## src/rtl/frame_ctrl.sv

```systemverilog
// frame_ctrl: parses a SYNC + 4-byte little-endian length header from the
// UART receive stream. It then forwards exactly that many payload bytes to
// the image filter, and it shares the UART transmitter between its own
// ACK/NAK responses and the filter's output bytes.
//
// Handshake semantics: i_rx_valid and o_f_valid are one-cycle strobes with
// no back-pressure. The transmitter accepts a byte in any cycle where
// o_tx_send=1, and o_tx_send is only raised while i_tx_rdy=1. The filter
// may transmit only in a cycle where it sees o_f_rdy=1. A request made
// while o_f_rdy=0 is dropped, so the filter must hold it until ready.
module frame_ctrl #(
  parameter int          D_BITS  = 8,
  parameter int          N       = 400,
  parameter logic [7:0]  SYNC    = 8'hA5,
  parameter logic [7:0]  ACK     = 8'h06,
  parameter logic [7:0]  NAK     = 8'h15,
  parameter int          TIMEOUT = 1_000_000
) (
  input  logic              i_clk,
  input  logic              reset,
  input  logic [D_BITS-1:0] i_rx_data,
  input  logic              i_rx_valid,
  input  logic              i_tx_rdy,
  output logic [D_BITS-1:0] o_tx_data,
  output logic              o_tx_send,
  output logic [31:0]       o_bleng,
  output logic [D_BITS-1:0] o_f_data,
  output logic              o_f_valid,
  input  logic [D_BITS-1:0] i_f_data,
  input  logic              i_f_send,
  output logic              o_f_rdy,
  output logic              o_busy,
  output logic              o_done,
  output logic              o_err,
  output logic [1:0]        o_state
);

  localparam int               IW      = $clog2(TIMEOUT + 1);
  localparam logic [31:0]      N_W     = 32'(N);
  localparam logic [IW-1:0]    TO_LAST = IW'(TIMEOUT - 1);

  typedef enum logic [1:0] {
    S_IDLE    = 2'd0,
    S_LEN     = 2'd1,
    S_PAYLOAD = 2'd2
  } state_t;

  state_t            state;
  logic [31:0]       len_q;
  logic [31:0]       count;
  logic [1:0]        byte_idx;
  logic [IW-1:0]     idle_cnt;
  logic              tx_pend;
  logic [D_BITS-1:0] tx_byte;

  logic [31:0]       len_next;
  logic              tx_grant;
  logic              timeout_hit;

  // Header assembly, arbitration and the zero-latency payload path.
  always_comb begin
    len_next    = {i_rx_data[7:0], len_q[31:8]};
    tx_grant    = tx_pend & i_tx_rdy;
    o_f_rdy     = i_tx_rdy & ~tx_pend;
    o_tx_send   = tx_grant | (i_f_send & o_f_rdy);
    o_tx_data   = tx_grant ? tx_byte : i_f_data;
    o_f_valid   = (state == S_PAYLOAD) & i_rx_valid;
    o_f_data    = i_rx_data;
    o_done      = o_f_valid & (count == (o_bleng - 32'd1));
    o_busy      = (state != S_IDLE);
    o_state     = state;
    timeout_hit = (state != S_IDLE) & ~i_rx_valid & (idle_cnt == TO_LAST);
  end

  // Frame FSM, response slot and idle timer. A later queue request in the
  // same cycle overrides the slot clear that follows a grant.
  always_ff @(posedge i_clk) begin
    if (!reset) begin
      state    <= S_IDLE;
      len_q    <= '0;
      count    <= '0;
      byte_idx <= '0;
      idle_cnt <= '0;
      tx_pend  <= 1'b0;
      tx_byte  <= '0;
      o_bleng  <= N_W;
      o_err    <= 1'b0;
    end else begin
      o_err <= 1'b0;
      if (tx_grant) tx_pend <= 1'b0;
      case (state)
        S_IDLE: begin
          if (i_rx_valid && (i_rx_data[7:0] == SYNC)) begin
            len_q    <= '0;
            byte_idx <= '0;
            idle_cnt <= '0;
            state    <= S_LEN;
          end
        end
        S_LEN: begin
          if (i_rx_valid) begin
            idle_cnt <= '0;
            len_q    <= len_next;
            byte_idx <= byte_idx + 2'd1;
            if (byte_idx == 2'd3) begin
              tx_pend <= 1'b1;
              if ((len_next != 32'd0) && (len_next <= N_W)) begin
                o_bleng <= len_next;
                count   <= '0;
                tx_byte <= D_BITS'(ACK);
                state   <= S_PAYLOAD;
              end else begin
                tx_byte <= D_BITS'(NAK);
                o_err   <= 1'b1;
                state   <= S_IDLE;
              end
            end
          end else if (timeout_hit) begin
            tx_pend <= 1'b1;
            tx_byte <= D_BITS'(NAK);
            o_err   <= 1'b1;
            state   <= S_IDLE;
          end else begin
            idle_cnt <= idle_cnt + IW'(1);
          end
        end
        S_PAYLOAD: begin
          if (i_rx_valid) begin
            idle_cnt <= '0;
            count    <= count + 32'd1;
            if (o_done) state <= S_IDLE;
          end else if (timeout_hit) begin
            tx_pend <= 1'b1;
            tx_byte <= D_BITS'(NAK);
            o_err   <= 1'b1;
            state   <= S_IDLE;
          end else begin
            idle_cnt <= idle_cnt + IW'(1);
          end
        end
        default: state <= S_IDLE;
      endcase
    end
  end

endmodule

```

## config.mk

```make
export PLATFORM = sky130hd
export DESIGN_NAME = frame_ctrl
export DESIGN_NICKNAME = d
export VERILOG_FILES = /design/src/rtl/frame_ctrl.sv
export SDC_FILE = /design/constraint.sdc
export NUM_CORES = 1
export LEC_CHECK = 0
export CAP_MARGIN = 20
export CELL_PAD_IN_SITES_DETAIL_PLACEMENT = 1
export CELL_PAD_IN_SITES_GLOBAL_PLACEMENT = 2
export CORE_UTILIZATION = 34
export CTS_CLUSTER_SIZE = 14
export DETAILED_ROUTE_END_ITERATION = 16
export PLACE_DENSITY = 0.8
export SETUP_SLACK_MARGIN = 0.1
export SYNTH_ARGS = -nofsm -noshare
export SYNTH_HDL_FRONTEND = slang
export SYNTH_SLANG_ARGS = --single-unit
```

## constraint.sdc

```tcl
create_clock -name i_clk -period 3.8 [get_ports i_clk]
set_input_delay 0.95 -clock i_clk [delete_from_list [all_inputs] [get_ports i_clk]]
set_output_delay 0.95 -clock i_clk [all_outputs]
set_load 0.01 [all_outputs]
```

==> flow_summary.ini <==
[run_status]
outcome = complete, no violations

[global_routing]
grt_pass1_wl_mm = 34.7
grt_max_degree = 39
grt_pass1_vias = 6783
grt_remaining_overflow = 0
track_usage_pct = 22.3
antenna_found_initial = 0

[logic_synthesis]
synth_edf_count = 0
synth-compound-area-share_pct = 11.9
synthesis.nets = 828
ys_ff_latch = 122
synthArstFlopShare_pct = 0
syn_area_sq_um = 6600
ys_warn_count = 0
synthAdderAreaFrac_pct = 1.52
synthCells = 799
synth.distinct_cells = 69
avgSynthCellArea_sq_um = 8.26
synth-main-ff-cell = dfxtp_1
muxShareOfSynthArea_pct = 3.07
synth_xor_xnor_area_share_pct = 10.7
yosys.area_share.simple_pct = 30.7
seq_area_frac_synth_pct = 37.0
synth_top_family_by_area = simple AND/OR/NAND/NOR gates

[drt]
drt_wl_total_mm = 21.5
via_count = 6388
postRouteAntennaNets = 0
drt_first_iter_violations = 261
first_pass_iters = 4
viasPerCell = 5.33
drc = 0
wl_per_cell_um = 17.9

[critical_path]
crit_fanout = 3
rrSetupSlack_ps = 890
worstPathRequired_ps = 2850
worstPathCellList = or4_1 -> buf_4 -> nor4_2 -> o211ai_1 -> nor4_4 -> nand4_1 -> nor2_2 -> buf_2
cp.arrival_ps = 2810
path_class = reg2out
cp-end-kind = primary output
crit_slowest_cell = or4_1
startpoint_type = flip-flop
critical_path.max_stage_delay_ps = 590

[cts]
clk_latency_ps = 430
clkSinkCount = 122
hold_buffers = 0
root_buffer = clkbuf_16
cts_buffers = 17
cts.clk_slew.worst_paths_ps = 60
cts_max_level = 4
cts_tree = done
clockBufferDepth = 2

[placed_design]
dpl.hpwl_mm = 15.7
dp_cells = 1160
place_congestion = 0.964
port_buffers = 76
place_worst_setup_slack_ps = -161

[timing]
drv_slew = 0
worst_pin_slew_ps = 774
finalCriticalPeriod_ps = 3760
hold_viol_final = 0
post-route-period-util_pct = 98.9
max_slew_margin_pct = 48.4
finClkSkew_ps = 10.7
finalSetupViolCount = 0
tns_ps = 0
fmax_mhz = 266
rsz0062_at_grt = yes
setup_slack_ps = 43.4

[floorplan]
die_w_um = 141
initial_core_util_pct = 34.9
die_height_um = 141
dieArea_sq_um = 20000
coreArea_sq_um = 18900
io_pins = 77
floorplan.rows = 50

[pwr]
p_leak_nw = 3.33
powerDensity_nw_per_um2 = 356
peakVddDrop_v = 0.000256
power_mw = 3.12

[final_layout]
area_growth_pct = 32.9
drive_gt1_share_pct = 16.8
fin_nets = 955
instances_no_fill = 1199
fin_util_pct = 46.4
antenna-diode-count = 0

[flow_run]
maxCapViolCount = 0

[min_path]
hold_path.class = reg2reg
==> repair_timing <==
action                     4_1_cts  5_1_grt
pin swaps                        9        3
setup endpoints to repair        1        1
hold endpoints to repair         0        0
resized for setup               22        8
buffers inserted                 5        2
==> worst paths after layout <==
kind                from  cells past startpoint     endpoint
min reg2reg  byte_idx[1]                      2  byte_idx[1]
max reg2reg     count[9]                      8    count[31]
max          o_bleng[25]                      8       o_done
min          byte_idx[1]                      2  byte_idx[1]
==> cells by family (layout without fill, tap and decap cells) <==
logic type	after synthesis	count (layout)
AO/OA/AOI/OAI	125	125
XOR/XNOR	79	79
adder cells (fa/ha/maj)	8	8
buffers and inverters	69	209
flip-flops	122	122
multiplexers	19	19
AND/OR/NAND/NOR	377	377
==> state kept, by name, indices dropped and copies added, names as in the netlist <==
name      count
count        32
o_bleng      32
len_q        24
idle_cnt     20
tx_byte       8
byte_idx      2
o_state       2
o_err         1
tx_pend       1
==> worst max-delay path: cells and delay by family (launching register included) <==
family                 cells  cell delay, ps
AOI/OAI and AO/OA          1             200
DFF                        1             310
and+or+nand+nor            5            1530
buffers and inverters      2             360
==> layer usage <==
layer | routed length (um) | vias up | share of wire [%] | track usage, %
met5 | 0 | - | 0 | 0
met4 | 388 | 0 | 1.8 | 7.72
met3 | 743 | 32 | 3.5 | 3.81
met2 | 10900 | 113 | 51 | 40.1
met1 | 9470 | 3136 | 44 | 26.6
li1 | - | 3107 | - | -
==> synth_stat cells (20+ instances only) <==
cell type / instances / area [sq um]
and3_1: 40 / 250
nand2_1: 72 / 270
a21oi_1: 48 / 240
dfxtp_1: 122 / 2440
nand3_1: 51 / 255
clkbuf_1: 29 / 109
nor3_1: 20 / 100
nor2_1: 82 / 308
nand4_1: 21 / 131
inv_1: 22 / 82.6
xnor2_1: 49 / 429
xor2_1: 29 / 254
==> per-stage QoR <==
step,instance area (sq um),hold slack [ps]
floorplan,6600,427
global route,8770,482
detailed placement,8010,457
CTS,8690,466
finish,8770,464
global placement,8010,441
==> layout by cell type (no fill, tap or decap), types with 8 or more instances in the layout <==
cell type / synthesis / layout
nor4_1: 19 / 14
nor3_1: 20 / 15
buf_4: 8 / 75
clkdlybuf4s50_1: 0 / 75
o21ai_0: 19 / 19
inv_1: 22 / 22
or3_1: 14 / 14
nand2_1: 72 / 72
and3_1: 40 / 40
clkbuf_16: 0 / 17
a21oi_1: 48 / 47
mux2i_1: 12 / 12
nand3_1: 51 / 51
nand2b_1: 8 / 8
xor2_1: 29 / 29
nor2_1: 82 / 79
dfxtp_1: 122 / 119
xnor2_1: 49 / 48
o22ai_1: 9 / 9
nand4_1: 21 / 21
==> where the power goes <==
group | internal (mW) | leakage, nW | switching [mW]
sequential | 1.28 | 0.984 | 0.00592
combinational | 0.0861 | 2.07 | 0.138
clock | 0.922 | 0.272 | 0.687
==> final cells by class <==
| type | count | area, sq um |
|---|---|---|
| fill | 2239 | 10100 |
| multi-input combinational | 608 | 3940 |
| tap | 260 | 325 |
| sequential | 122 | 2450 |
| timing repair buffer | 155 | 1400 |
| clock inverter | 15 | 153 |
| inverter | 22 | 82.6 |
| clock buffer | 17 | 425 |
(Power assumes the default switching activity.)
